===== src/rtl/vaelix_sequence_gate.sv =====
// -----------------------------------------------------------------------------
// vaelix_sequence_gate
//
// Multi-digit key-sequence lock for the perimeter gate front panel. A key
// sequence of KEY_LEN digits (KEY_W bits each) is entered one digit per rising
// edge of key_strobe. Digit 0 lives in KEY[KEY_W-1:0] and is entered first.
// A wrong sequence bumps a consecutive-fail counter; reaching MAX_FAIL starts a
// timed lockout. A correct sequence opens the gate, optionally for a limited
// window. Any change on the tamper bus latches BRICK, which only a power-state
// cycle (ena low) can clear.
//
// Ports
//   clk         in   1         system clock
//   rst_n       in   1         synchronous active-low reset (keeps BRICK)
//   ena         in   1         power-state enable; low clears everything
//   key_in      in   KEY_W     digit presented with the strobe
//   key_strobe  in   1         digit submit, rising edge detected internally
//   relock      in   1         level, forces UNLOCKED back to LOCKED
//   tamper_in   in   TAMPER_W  probe-monitor bus, any toggle is a tamper event
//   seg_out     out  8         7-seg {dp,g,f,e,d,c,b,a}, active-low
//   glow_out    out  8         status array
//   unlocked    out  1         high in UNLOCKED
//   bricked     out  1         high in BRICK
//
// Strobe handshake: a digit is consumed on the first clk edge that samples
// key_strobe=1 after an edge that sampled it 0, and only while the FSM is in
// LOCKED or COLLECT. Holding the strobe high consumes exactly one digit; there
// is no back-pressure, strobes in other states are simply dropped while the
// edge detector keeps tracking the line.
//
// All outputs are decoded from registered state only (including a registered
// copy of ena), so key_in / tamper_in / ena never reach an output
// combinationally.
// -----------------------------------------------------------------------------
module vaelix_sequence_gate #(
    parameter int                         KEY_W       = 8,
    parameter int                         KEY_LEN     = 4,
    parameter logic [KEY_LEN*KEY_W-1:0]   KEY         = 32'hB65AC317,
    parameter int                         MAX_FAIL    = 3,
    parameter int                         LOCKOUT_CYC = 1024,
    parameter int                         UNLOCK_CYC  = 0,
    parameter int                         TAMPER_W    = 7
) (
    input  logic                clk,
    input  logic                rst_n,
    input  logic                ena,
    input  logic [KEY_W-1:0]    key_in,
    input  logic                key_strobe,
    input  logic                relock,
    input  logic [TAMPER_W-1:0] tamper_in,
    output logic [7:0]          seg_out,
    output logic [7:0]          glow_out,
    output logic                unlocked,
    output logic                bricked
);

    // -------------------------------------------------------------------------
    // Local constants
    // -------------------------------------------------------------------------
    localparam int IDX_W = (KEY_LEN > 1) ? $clog2(KEY_LEN) : 1;
    localparam logic [IDX_W-1:0] LAST_IDX = IDX_W'(KEY_LEN - 1);

    localparam logic [31:0] UNLOCK_LAST  = 32'(UNLOCK_CYC - 1);
    localparam logic [31:0] LOCKOUT_LAST = 32'(LOCKOUT_CYC - 1);
    localparam logic [8:0]  FAIL_LIMIT   = 9'(MAX_FAIL);

    // 7-segment glyphs, active-low {dp,g,f,e,d,c,b,a}
    localparam logic [7:0] SEG_OFF      = 8'hFF;
    localparam logic [7:0] SEG_LOCKED   = 8'hC7;  // 'L'
    localparam logic [7:0] SEG_COLLECT  = 8'hBF;  // '-'
    localparam logic [7:0] SEG_UNLOCKED = 8'hC1;  // 'U'
    localparam logic [7:0] SEG_LOCKOUT  = 8'h86;  // 'E'
    localparam logic [7:0] SEG_BRICK    = 8'h00;  // every segment lit

    // -------------------------------------------------------------------------
    // State
    // -------------------------------------------------------------------------
    typedef enum logic [2:0] {
        ST_LOCKED   = 3'd0,
        ST_COLLECT  = 3'd1,
        ST_UNLOCKED = 3'd2,
        ST_LOCKOUT  = 3'd3,
        ST_BRICK    = 3'd4
    } state_t;

    // state_q is the single point of truth for the FSM and is the signal to
    // probe when looking at the controller from outside.
    state_t                state_q;
    logic [IDX_W-1:0]      idx_q;
    logic                  mismatch_q;
    logic [7:0]            fail_cnt_q;
    logic [31:0]           timer_q;
    logic                  strobe_prev_q;
    logic [TAMPER_W-1:0]   tamper_prev_q;
    logic                  power_q;     // registered ena, drives the "off" decode

    // -------------------------------------------------------------------------
    // Combinational helpers (all from inputs + registered state, feed only the
    // next-state logic, never the outputs)
    // -------------------------------------------------------------------------
    logic [KEY_W-1:0] key_digit;
    logic             accept;
    logic             digit_bad;
    logic             seq_bad;
    logic             last_digit;
    logic             fail_hits_max;
    logic             tamper_evt;
    logic             unlock_expire;
    logic             lockout_expire;
    logic [31:0]      timer_inc;

    // Select the expected digit for the current index.
    always_comb begin
        key_digit = '0;
        for (int i = 0; i < KEY_LEN; i++) begin
            if (idx_q == IDX_W'(i)) begin
                key_digit = KEY[i*KEY_W +: KEY_W];
            end
        end
    end

    always_comb begin
        accept         = key_strobe & ~strobe_prev_q;
        digit_bad      = (key_in != key_digit);
        // The sticky flag carries earlier mismatches; in LOCKED it is always
        // clear, so this also covers a single-digit key evaluated from LOCKED.
        seq_bad        = mismatch_q | digit_bad;
        // idx is 0 in LOCKED, so this is true there only for KEY_LEN = 1.
        last_digit     = (idx_q == LAST_IDX);
        fail_hits_max  = (({1'b0, fail_cnt_q} + 9'd1) == FAIL_LIMIT);
        tamper_evt     = (tamper_in != tamper_prev_q);
        unlock_expire  = (UNLOCK_CYC != 0) && (timer_q == UNLOCK_LAST);
        lockout_expire = (timer_q == LOCKOUT_LAST);
        // Saturating increment: the timer never wraps back into a match.
        timer_inc      = (timer_q == 32'hFFFF_FFFF) ? timer_q : (timer_q + 32'd1);
    end

    // -------------------------------------------------------------------------
    // Main FSM and datapath registers
    // -------------------------------------------------------------------------
    always_ff @(posedge clk) begin
        // The tamper reference follows the bus in every branch, including
        // reset and power-off, so releasing either never looks like a toggle.
        tamper_prev_q <= tamper_in;

        if (!ena) begin
            // Power-state off: full clear, BRICK included.
            power_q       <= 1'b0;
            state_q       <= ST_LOCKED;
            idx_q         <= '0;
            mismatch_q    <= 1'b0;
            fail_cnt_q    <= '0;
            timer_q       <= '0;
            strobe_prev_q <= 1'b0;
        end else if (!rst_n) begin
            // Reset drops any partial sequence without counting a fail, but a
            // latched BRICK survives it.
            power_q       <= 1'b1;
            if (state_q != ST_BRICK) begin
                state_q <= ST_LOCKED;
            end
            idx_q         <= '0;
            mismatch_q    <= 1'b0;
            fail_cnt_q    <= '0;
            timer_q       <= '0;
            strobe_prev_q <= 1'b0;
        end else begin
            power_q       <= 1'b1;
            strobe_prev_q <= key_strobe;

            if (tamper_evt) begin
                // Tamper outranks everything below it, including a final
                // correct digit on the same edge.
                state_q    <= ST_BRICK;
                idx_q      <= '0;
                mismatch_q <= 1'b0;
            end else begin
                case (state_q)
                    ST_LOCKED, ST_COLLECT: begin
                        if (accept) begin
                            if (last_digit) begin
                                // Sequence complete: evaluate and restart.
                                idx_q      <= '0;
                                mismatch_q <= 1'b0;
                                if (!seq_bad) begin
                                    state_q    <= ST_UNLOCKED;
                                    fail_cnt_q <= '0;
                                    timer_q    <= '0;
                                end else if (fail_hits_max) begin
                                    state_q    <= ST_LOCKOUT;
                                    fail_cnt_q <= fail_cnt_q + 8'd1;
                                    timer_q    <= '0;
                                end else begin
                                    state_q    <= ST_LOCKED;
                                    fail_cnt_q <= fail_cnt_q + 8'd1;
                                end
                            end else begin
                                state_q    <= ST_COLLECT;
                                idx_q      <= idx_q + 1'b1;
                                mismatch_q <= seq_bad;
                            end
                        end
                    end

                    ST_UNLOCKED: begin
                        if (relock || unlock_expire) begin
                            state_q <= ST_LOCKED;
                            timer_q <= '0;
                        end else begin
                            timer_q <= timer_inc;
                        end
                    end

                    ST_LOCKOUT: begin
                        if (lockout_expire) begin
                            state_q    <= ST_LOCKED;
                            fail_cnt_q <= '0;
                            timer_q    <= '0;
                        end else begin
                            timer_q <= timer_inc;
                        end
                    end

                    ST_BRICK: begin
                        // Deaf to everything but ena.
                        state_q <= ST_BRICK;
                    end

                    default: begin
                        state_q    <= ST_LOCKED;
                        idx_q      <= '0;
                        mismatch_q <= 1'b0;
                        timer_q    <= '0;
                    end
                endcase
            end
        end
    end

    // -------------------------------------------------------------------------
    // Output decode (registered state only)
    // -------------------------------------------------------------------------
    logic [7:0] fail_thermo;

    // fail_cnt ones from bit 0, saturating at eight lit positions.
    always_comb begin
        fail_thermo = '0;
        for (int i = 0; i < 8; i++) begin
            fail_thermo[i] = (fail_cnt_q > 8'(i));
        end
    end

    always_comb begin
        seg_out  = SEG_OFF;
        glow_out = 8'h00;
        unlocked = 1'b0;
        bricked  = 1'b0;
        if (power_q) begin
            case (state_q)
                ST_LOCKED: begin
                    seg_out  = SEG_LOCKED;
                    glow_out = fail_thermo;
                end
                ST_COLLECT: begin
                    seg_out  = SEG_COLLECT;
                    glow_out = fail_thermo;
                end
                ST_UNLOCKED: begin
                    seg_out  = SEG_UNLOCKED;
                    glow_out = 8'hFF;
                    unlocked = 1'b1;
                end
                ST_LOCKOUT: begin
                    seg_out  = SEG_LOCKOUT;
                end
                ST_BRICK: begin
                    seg_out  = SEG_BRICK;
                    bricked  = 1'b1;
                end
                default: begin
                    seg_out  = SEG_OFF;
                end
            endcase
        end
    end

endmodule


===== config.mk =====
export PLATFORM = sky130hd
export DESIGN_NAME = vaelix_sequence_gate
export DESIGN_NICKNAME = d
export VERILOG_FILES = /design/src/rtl/vaelix_sequence_gate.sv
export SDC_FILE = /design/constraint.sdc
export NUM_CORES = 1
export LEC_CHECK = 0
export ABC_AREA = 1
export CAP_MARGIN = 20
export CORE_MARGIN = 4
export CORE_UTILIZATION = 53
export DETAILED_ROUTE_END_ITERATION = 8
export PLACE_DENSITY = 0.81
export SYNTH_ARGS = -nofsm -noshare
export SYNTH_HDL_FRONTEND = slang
export SYNTH_SLANG_ARGS = --single-unit

===== constraint.sdc =====
create_clock -name clk -period 2.02 [get_ports clk]
set_input_delay 0.404 -clock clk [delete_from_list [all_inputs] [get_ports clk]]
set_output_delay 0.404 -clock clk [all_outputs]
set_load 0.02 [all_outputs]

# Word level (Yosys, flattened, before mapping)
# Cells that the tools add are included.
[classes]
n_bitwise = 8
n_eq_ne = 20
n_addsub = 4
n_reduce_logical = 12
n_lt_le_gt_ge = 8
n_mux = 42
[op_table]
columns = ["cell", "n"]
rows = [
  ["32-bit two-way mux", 7],
  ["32-bit one-hot mux with 4 select lines", 1],
  ["8-bit two-way mux", 9],
  ["8-bit one-hot mux with 5 select lines", 1],
  ["32-bit by 1-bit adder with 32-bit output, second input constant", 1],
  ["32-bit by 10-bit equality test with 1-bit output, second input constant", 1],
  ["32-bit equality test, second input constant", 1],
  ["8-bit by 3-bit greater-than comparator with 1-bit output, second input constant", 4],
  ["8-bit one-hot mux with 2 select lines", 2],
  ["3-bit two-way mux", 7],
  ["8-bit by 1-bit greater-than comparator with 1-bit output, second input constant", 2],
  ["8-bit by 2-bit greater-than comparator with 1-bit output, second input constant", 2],
  ["3-bit one-hot mux with 4 select lines", 1],
  ["5-bit AND reduction", 2],
  ["8-bit by 1-bit adder with 9-bit output, second input constant", 1],
  ["9-bit by 2-bit equality test with 1-bit output, second input constant", 1],
  ["8-bit by 1-bit adder with 8-bit output, second input constant", 1],
  ["2-bit two-way mux", 4],
  ["4-bit inequality test, second input constant", 2],
  ["8-bit inequality test", 1],
  ["1-bit two-way mux", 7],
  ["7-bit inequality test", 1],
  ["3-bit by 2-bit equality test with 1-bit output, second input constant", 2],
  ["1-bit NOT", 6],
  ["other kinds (22)", 27],
]
[word_totals]
wordCells = 102
ff_bits = 55
output_inout_bits = 18
inputBits = 20

# Longest topological paths before layout
# Gate-level depths: netlist of the first run.
[logic_depth]
word_depth = 13
ltp_mapped = 17
mapped_depth_nobuf = 15

# Worst setup path after synthesis of the first run
# Ideal clock, no wire load.
[synth_timing]
path_kind = "register -> output"
from = "reg state_q[2]"
to = "out glow_out[4]"
stages_incl_launch_ff = 8
n_path_buf = 0
required_ns = 1.616
setup_slack_ns = -0.168
t_arrival_ns = 1.784
path_cell_list = "dfxtp_1 nor2_2 inv_1 a21oi_1 inv_1 nor2_1 inv_1 a41oi_1"
[synth_via]
elab_chain_len = 4
elab_cells_between_ends = 6
classes_between = "eq/ne (2); mux (2); reduce/logical (2)"
[synth_rtl]
columns = ["element", "line", "text"]
rows = [
  ["start: declaration", "88", "state_t state_q;"],
  ["start signal: assignment", "149", "state_q <= ST_LOCKED;"],
  ["start signal: assignment", "160", "state_q <= ST_LOCKED;"],
  ["start signal: assignment", "174", "state_q <= ST_BRICK;"],
  ["3-bit by 1-bit equality test with 1-bit output / 3-bit logical NOT (equally long branches)", "259", "case (state_q)"],
  ["2-bit OR reduction", "-", ""],
  ["8-bit one-hot mux with 2 select lines *", "259", ""],
  ["8-bit two-way mux *", "258", "if (power_q) begin"],
  ["end: declaration", "52", "output logic [7:0] glow_out,"],
]
# Every way passes the cells marked *; elsewhere a longest branch is shown, timed or not.

# Final worst setup path of the first run
[layout_timing]
from = "reg idx_q[0]"
to = "reg timer_q[13]"
[layout_via]
elab_chain_len = 11
elab_cells_between_ends = 17
classes_between = "eq/ne (6); mux (8); bitwise (1); reduce/logical (2)"
[layout_rtl]
columns = ["element", "line", "text"]
rows = [
  ["start: declaration", "89", "logic [IDX_W-1:0] idx_q;"],
  ["start signal: assignment", "199", "idx_q <= idx_q + 1'b1;"],
  ["2-bit logical NOT", "116", "if (idx_q == IDX_W'(i)) begin"],
  ["5-bit two-way mux", "116", ""],
  ["8-bit two-way mux (3 in series)", "116", ""],
  ["8-bit inequality test", "124", "digit_bad = (key_in != key_digit);"],
  ["1-bit OR", "127", "seq_bad = mismatch_q | digit_bad;"],
  ["32-bit two-way mux", "185", "if (!seq_bad) begin"],
  ["32-bit two-way mux", "181", "if (last_digit) begin"],
  ["32-bit two-way mux", "180", "if (accept) begin"],
  ["32-bit one-hot mux with 4 select lines", "178", "case (state_q)"],
  ["end signal: assignment", "210", "timer_q <= timer_inc;"],
  ["end signal: assignment", "220", "timer_q <= timer_inc;"],
  ["end: declaration", "92", "logic [31:0] timer_q;"],
]
# Parallel ways exist; a longest one is shown, timed or not. The select of a mux whose other input is x is not followed.
# A chain may end at the register's enable or synchronous reset.

==> reports/results.tsv, run 1 <==
metric	value	unit
run status	finished with violations	
failing checks	setup timing	
TritonCTS clock tree	done	
Internal Power	1.459	mW
Die Width	96.87	um
ratio of cells with drive above 1 in the final layout	27.33	%
WL final	13.38	mm
Fill cells	594	
Max Root-Sink Buffers	2	
pre-CTS setup slack	-0.2521	ns
htree depth	2	
Avg Inst Size Synth	5.996	sq um
pwr/cell area	348.6	mW/mm^2
initial antenna violation count	0	
root buffer selected by CTS	clkbuf_8	
final worst path period share	103.5	%
Die Span Y	96.87	um
largest net degree at the start of global routing	36	
area delta synth->final	37.04	%
DIE AREA	0.009383	sq mm
Worst Tran Pin Value	0.4453	ns
Max Cap Violations	0	
number of CTS-inserted buffers	5	
first drt pass iteration count	5	
CORE AREA	0.007687	sq mm
Final Wtd Congestion	0.9837	
Yosys warning count	0	
Worst-path clk slew	0.11	ns
Min Hold Slack	0.5342	ns
Logic pwr share	11.9	%
IO Count	38	
Final Max Tran Viols	0	
kind of start point of the critical path	flop	
setup ws final	-0.07076	ns
# clock sinks	55	
LEAKAGE	2.396	nW
Synth Cell Area	0.004185	sq mm
fin util	74.61	%
clock power share	33.0	%
post-synthesis net count	730	
unrepaired setup endpoints after global routing	yes	
Initial Utilization	54.44	%
dominant synthesized flop cell	dfxtp_1	
post-synthesis sequential element count	55	
Clock Latency Late Sink	0.32	ns
Post-synth ARST share	0	%
crit-path max FO	8	
Antenna diodes	0	
Detailed Place HPWL	9.010	mm
switching power	0.5404	mW
DR iter-0 viols	507	
switch share	27.03	%
vias per cell	5.514	
Post-route DRC	0	
Post-synth EDFFs	0	
GRT overflow	0	
via count of the first global-routing pass	4357	
drt wl/cell	14.75	um
# rows	32	
final layout net count	836	
Arr. time, crit path	2.36	ns
class of the worst hold path	flop to flop	
Achievable Freq	478.3	MHz
# port buffers	37	
sequential share of power	55.0	%
first-pass GRT wire length	19.57	mm
Detail Route Antenna Nets	0	
clock skew	0.01247	ns
maximum ir drop on the vdd rail	0.3472	mV
crit path capture type	flop	
synthesized netlist cell count	698	
Final setup viols	29	
Final Hold Viols	0	
Cell variety after synth	41	
Tmin final	2.091	ns
Worst EP required	2.29	ns
Via Count	5001	
GRT Total Usage	24.23	%
CP Class	flop to flop	
Relative slew margins	70.31	%
Seq/Total Area, Yosys	26.31	%
setup TNS	-1.272	ns
## power groups by stage
| stage | sequential [mW] | clock, mW | combinational (mW) |
|---|---|---|---|
| 5_1_grt | 1.10 | 0.722 | 0.260 |
| 3_5_place_dp | 1.13 | 0 | 0.212 |
| 3_3_place_gp | 1.13 | 0 | 0.207 |
| 6_report | 1.10 | 0.660 | 0.239 |
| 2_1_floorplan | 1.13 | 0 | 0.107 |
| 4_1_cts | 1.10 | 0.684 | 0.210 |
## worst paths after layout
| check | slack [ns] | depth (start not counted) | startpoint | to |
|---|---|---|---|---|
| hold reg to reg | 0.53 | 2 | mismatch_q | mismatch_q |
| setup / recovery | -0.07 | 15 | idx_q[0] | timer_q[13] |
| setup reg to reg | -0.07 | 15 | idx_q[0] | timer_q[13] |
| hold / removal | 0.53 | 2 | mismatch_q | mismatch_q |
## worst max-delay path, cell delays in order (launching register included)
cell and delay, ns:
dfxtp_4 0.41, buf_6 0.13, ha_4 0.14, inv_1 0.05, nand2_1 0.10, nand3_1 0.08, nand2_1 0.10, nand2_1 0.08
nand4_1 0.19, nand3_4 0.12, nand2_4 0.13, clkinv_8 0.11, clkbuf_16 0.18, nand2_4 0.05, nand2_2 0.04, nor2_1 0.11
## cell type report
type	count	area (sq um)	area share, %
clock buffers	5	68.82	1.200
clock inverters	3	25.02	0.4363
inverters	86	342.8	5.977
multi-input cells	540	2979	51.94
flip-flops and latches	55	1120	19.52
well taps	102	127.6	2.225
repair buffers	116	1072	18.70
## stage by stage
step / total power [mW] / cell area [sq um] / cells
after CTS: 1.996 / 5229 / 897
after global routing: 2.084 / 5736 / 907
after floorplan: 1.233 / 4195 / 698
after detailed placement: 1.338 / 5109 / 887
final: 1.999 / 5736 / 907
after global placement: 1.332 / 5109 / 887
## kinds of logic after synthesis
| group | Yosys count | synth area share (%) |
|---|---|---|
| AO/OA/AOI/OAI | 56 | 7.952 |
| XOR/XNOR | 20 | 4.185 |
| adder cells (fa/ha/maj) | 12 | 3.587 |
| buffers and inverters | 103 | 10.76 |
| flip-flops | 55 | 26.31 |
| AND/OR/NAND/NOR | 452 | 47.21 |
## repair_timing
action / CTS / global route
setup endpoints to repair: 53 / 54
pin swaps: 5 / 24
setup buffers: 2 / 5
cloned: 0 / 5
gates resized for setup: 59 / 120
hold buffers: 0 / 0
## Yosys cell counts (all sizes together) (2+ instances only)
library cell  count  area share (%)
nor3b             2            0.36
xnor2             5             1.0
nor3             16             2.3
nand3b            4            0.72
buf              14             2.7
o31ai             2            0.36
clkbuf            3            0.27
a21oi            16             1.9
a31oi             2            0.30
nand4            24             3.6
nor2            150              15
nor4              2            0.30
o211ai           12             2.2
dfxtp            55              26
xor2             15             3.1
nand2           214              20
inv              84             7.6
ha               12             3.6
nand3            39             5.5
o21ai            20             2.5
clkinv            2            0.18
## registers in the layout (all words and copies together) (netlist names)
signal         cells
power_q            1
tamper_prev_q      7
timer_q           32
idx_q              2
strobe_prev_q      1
fail_cnt_q         8
state_q            3
mismatch_q         1
## layer usage
metal	track usage, %	part of all wire, %	vias to the layer above	wire, um
met3	3.461	7.0	36	931
met1	32.33	41	2308	5549
met4	4.536	1.8	0	240
met2	41.83	50	236	6655
met5	0	0	-	0
li1	-	-	2421	-
## cell usage in the layout (no fill, tap or decap), types with 4 or more instances in the layout
| master | netlist | layout |
|---|---|---|
| ha_1 | 12 | 4 |
| nand4_1 | 24 | 24 |
| inv_2 | 5 | 12 |
| nor2_4 | 2 | 8 |
| nor3_1 | 14 | 12 |
| inv_1 | 78 | 69 |
| nor2_2 | 6 | 20 |
| buf_4 | 5 | 68 |
| nor2_1 | 141 | 121 |
| clkdlybuf4s50_1 | 0 | 19 |
| o211ai_1 | 12 | 12 |
| o21ai_1 | 5 | 6 |
| xor2_1 | 15 | 13 |
| buf_12 | 0 | 4 |
| dfxtp_1 | 55 | 44 |
| nand2_4 | 1 | 7 |
| o21ai_0 | 14 | 12 |
| nand2_2 | 6 | 34 |
| xnor2_1 | 5 | 4 |
| nand2_1 | 207 | 173 |
| nand3_1 | 35 | 34 |
| a21oi_1 | 16 | 13 |
| dlygate4sd2_1 | 0 | 7 |
| clkbuf_16 | 0 | 4 |
| clkbuf_8 | 0 | 5 |
| buf_6 | 5 | 7 |
| ha_4 | 0 | 5 |
| dfxtp_2 | 0 | 9 |
| nand3b_1 | 4 | 4 |
Power figures use the tool's default switching activity.
==> run 2, diff against run 1 <==
Settings changed: ABC_AREA 1 to default, CORE_MARGIN 4 to 10, CORE_UTILIZATION 53 to 52, SETUP_SLACK_MARGIN from default to 0.15.
==> reports/results.tsv, run 2 <==
metric	value	unit	change
post-synthesis mux area share	0.5642	%	+0.56 points
dominant synthesized flop cell	dfxtp_1		
Synth area leader	dfxtp_1		
DIE AREA	0.01053	sq mm	+12%
Detail Route Antenna Nets	0		unchanged
pwr/cell area	394.9	mW/mm^2	+13%
crit path buf inv count	3		-1
IO Count	38		unchanged
Top reg by flops	timer_q		
largest registers	timer_q x32, fail_cnt_q x8, tamper_prev_q x7		
failing checks	setup timing		
Arr. time, crit path	2.69	ns	+0.33 ns
main combinational cell family by area after synthesis	simple AND/OR/NAND/NOR gates		
LEAKAGE	2.013	nW	-16%
crit-path max FO	8		unchanged
Synth Area in XOR/XNOR	2.468	%	-1.7 points
maximum ir drop on the vdd rail	0.2944	mV	-15%
post-synthesis net count	487		-33%
most frequent cells in the layout	buf_4, dfxtp_1, nand2_1		
drt wl/cell	20.39	um	+38%
first-pass GRT wire length	19.17	mm	-2.0%
FF-to-FF path depth	10		-5
kind of start point of the critical path	flop		
Tmin final	2.480	ns	+0.3893 ns
Final Max Tran Viols	0		unchanged
Synth top area share	31.03	%	+4.7 points
TritonCTS clock tree	done		
Die Width	102.6	um	+5.9%
Worst EP required	2.23	ns	-0.06 ns
WHS Endpoint	timer_q[19]		
Worst Tran Pin Value	0.7349	ns	+0.2896 ns
run status	finished with violations		
Synth Area in Adders	4.231	%	+0.64 points
final layout net count	623		-25%
class of the worst hold path	flop to flop		
root buffer selected by CTS	clkbuf_8		
Initial Utilization	52.81	%	-1.6 points
commonest non-fill, non-tap cell in the layout	buf_4		
cell family with most CP delay	compound AO/OA/AOI/OAI gates		
Final Hold Viols	0		unchanged
Worst-path clk slew	0.11	ns	about the same
post-synthesis simple-gate area fraction	33.00	%	-14 points
hold path cells	1		-1
# clock sinks	55		unchanged
Seq/Total Area, Yosys	31.03	%	+4.7 points
Critical R2R Capture	fail_cnt_q[7]		
# port buffers	37		unchanged
final std cells w/o fill	673		-26%
pre-CTS setup slack	-0.7223	ns	-0.4702 ns
Final setup viols	50		+72%
GRT overflow	0		unchanged
Cell variety after synth	62		+51%
first drt pass iteration count	5		unchanged
worst reg-to-reg setup slack	-0.46	ns	-0.39 ns
max reg flops	32		unchanged
Relative slew margins	51.00	%	-19 points
CP Class	flop to flop		
# rows	30		-6.3%
Via Count	4433		-11%
number of cells after detailed placement	652		-26%
worst r2r src	idx_q[0]		
Detailed Place HPWL	8.278	mm	-8.1%
CORE AREA	0.006719	sq mm	-13%
Post-route DRC	0		unchanged
Post-synth EDFFs	0		unchanged
Post-CTS Hold Fix Bufs	0		unchanged
worst-path cell chain	inv_2 > ha_4 > or3b_4 > a2111o_1 > a221oi_4 > buf_6 > nor2_4 > o211ai_1 > buf_4 > o31ai_4		
DR iter-0 viols	672		+33%
CP max stage delay	0.43	ns	+0.02 ns
Synth Area in Compound Gates	23.06	%	+15 points
ratio of cells with drive above 1 in the final layout	36.99	%	+9.7 points
GRT Total Usage	22.15	%	-2.1 points
fin util	78.27	%	+3.7 points
number of CTS-inserted buffers	5		unchanged
Max Root-Sink Buffers	2		unchanged
Achievable Freq	403.2	MHz	-16%
clock skew	0.01861	ns	+0.006146 ns
slowest CP cell	a2111o_1		
synthesized netlist cell count	455		-35%
post-synthesis sequential element count	55		unchanged
area delta synth->final	48.20	%	
largest net degree at the start of global routing	30		-17%
unrepaired setup endpoints after global routing	yes		
crit path capture type	flop		
setup ws final	-0.4600	ns	-0.3893 ns
vias per cell	6.587		+19%
initial antenna violation count	0		unchanged
Final Wtd Congestion	0.9296		-5.5%
Post-synth ARST share	0	%	unchanged
Yosys warning count	0		unchanged
Max Cap Violations	0		unchanged
final worst path period share	122.8	%	+19 points
most frequent cells after synthesis	dfxtp_1, nand2_1, a21oi_1, nor2_1, o21ai_0		
via count of the first global-routing pass	4096		-6.0%
cell with the most instances after synthesis	dfxtp_1		
Avg Inst Size Synth	7.799	sq um	+30%
Fill cells	421		-29%
htree depth	2		unchanged
Die Span Y	102.6	um	+5.9%
top cells by area, synth	dfxtp_1, a21oi_1, ha_1, o21ai_0, nand2_1		
Clock Latency Late Sink	0.32	ns	about the same
Synth Cell Area	0.003548	sq mm	-15%
WL final	13.72	mm	+2.6%
hold path startpoint	timer_q[19]		
[run 2: changes by cell type after synthesis, sizes merged, moves of 12 or more]
cell,change
nand2,-176
a21oi,+21
a211oi,+15
xor2,-14
nor2,-119
inv,-67
a31oi,+12
nand3,-16
clkbuf,+13
[run 2: area by class of cell]
cell class,count,area [sq um],area share (%)
multi-input cells,356,2536,48.23
inverters,17,66.31,1.261
well taps,80,100.1,1.903
clock buffers,5,68.82,1.309
diodes,1,2.502,0.04759
repair buffers,156,1321,25.12
flip-flops and latches,55,1120,21.29
clock inverters,3,43.79,0.8327
[run 2: worst max-delay path by stage]
stage	startpoint	to	depth (start not counted)
after global routing	timer_q[11]	fail_cnt_q[3]	8
final	idx_q[0]	fail_cnt_q[7]	10
after CTS	idx_q[1]	timer_q[16]	9
after detailed placement	key_in[2]	timer_q[12]	8
after floorplan	idx_q[1]	timer_q[0]	10
after global placement	key_in[2]	fail_cnt_q[6]	9
[run 2: worst reg2reg max path, cell delays in order, from the launching register on]
cell,delay [ns]
dfxtp_4,0.38
inv_2,0.08
ha_4,0.20
or3b_4,0.37
a2111o_1,0.43
a221oi_4,0.25
buf_6,0.20
nor2_4,0.04
o211ai_1,0.09
buf_4,0.25
o31ai_4,0.07
[run 2: where the power goes]
part / leakage [nW] / total [mW] / internal (mW) / switching [mW]
Combinational: 1.50 / 0.221 / 0.107 / 0.114
Clock: 0.0581 / 0.757 / 0.370 / 0.387
Sequential: 0.451 / 1.10 / 1.09 / 0.00881
Total: 2.01 / 2.08 / 1.57 / 0.510
[run 2: cell families after synthesis]
| kind of cell | after synthesis |
|---|---|
| simple gates | 205 |
| compound gates | 127 |
| flops | 55 |
| buf+inv | 44 |
| fa+ha+maj | 12 |
| xor+xnor | 10 |
| mux | 2 |
[run 2: metrics by stage]
stage | hold WS [ns] | TNS [ns] | instance area (sq um) | power, mW
6_report | 0.4967 | -15.90 | 5259 | 2.077
3_5_place_dp | 0.4757 | -28.07 | 4788 | 1.319
5_1_grt | 0.5122 | -20.45 | 5256 | 2.143
4_1_cts | 0.4929 | -14.86 | 5022 | 2.066
2_1_floorplan | 0.4317 | -7.309 | 3626 | 1.214
3_3_place_gp | 0.4648 | -22.44 | 4788 | 1.312
[run 2: routing by layer]
layer  vias up  GRT usage, %  part of all wire (%)  routed length [um]
li1       1962             -                     -                   -
met1      2039         25.19                    35                4795
met2       330         39.74                    49                6737
met3       102         3.418                   9.2                1259
met4         0         9.978                   6.8                 930
met5         -             0                     0                   0
[run 2: repair_timing]
item | in CTS | in global routing
setup endpoints to repair | 61 | 60
pin swaps | 3 | 10
cloned | 0 | 0
hold endpoints to repair | 0 | 0
setup buffers | 9 | 3
resized for setup | 97 | 75
==> run 3, diff against run 2 <==
Settings changed: CTS_CLUSTER_DIAMETER from default to 120.
==> results of run 3 <==
Final layout, timing and power as in run 2 (identical DEF).
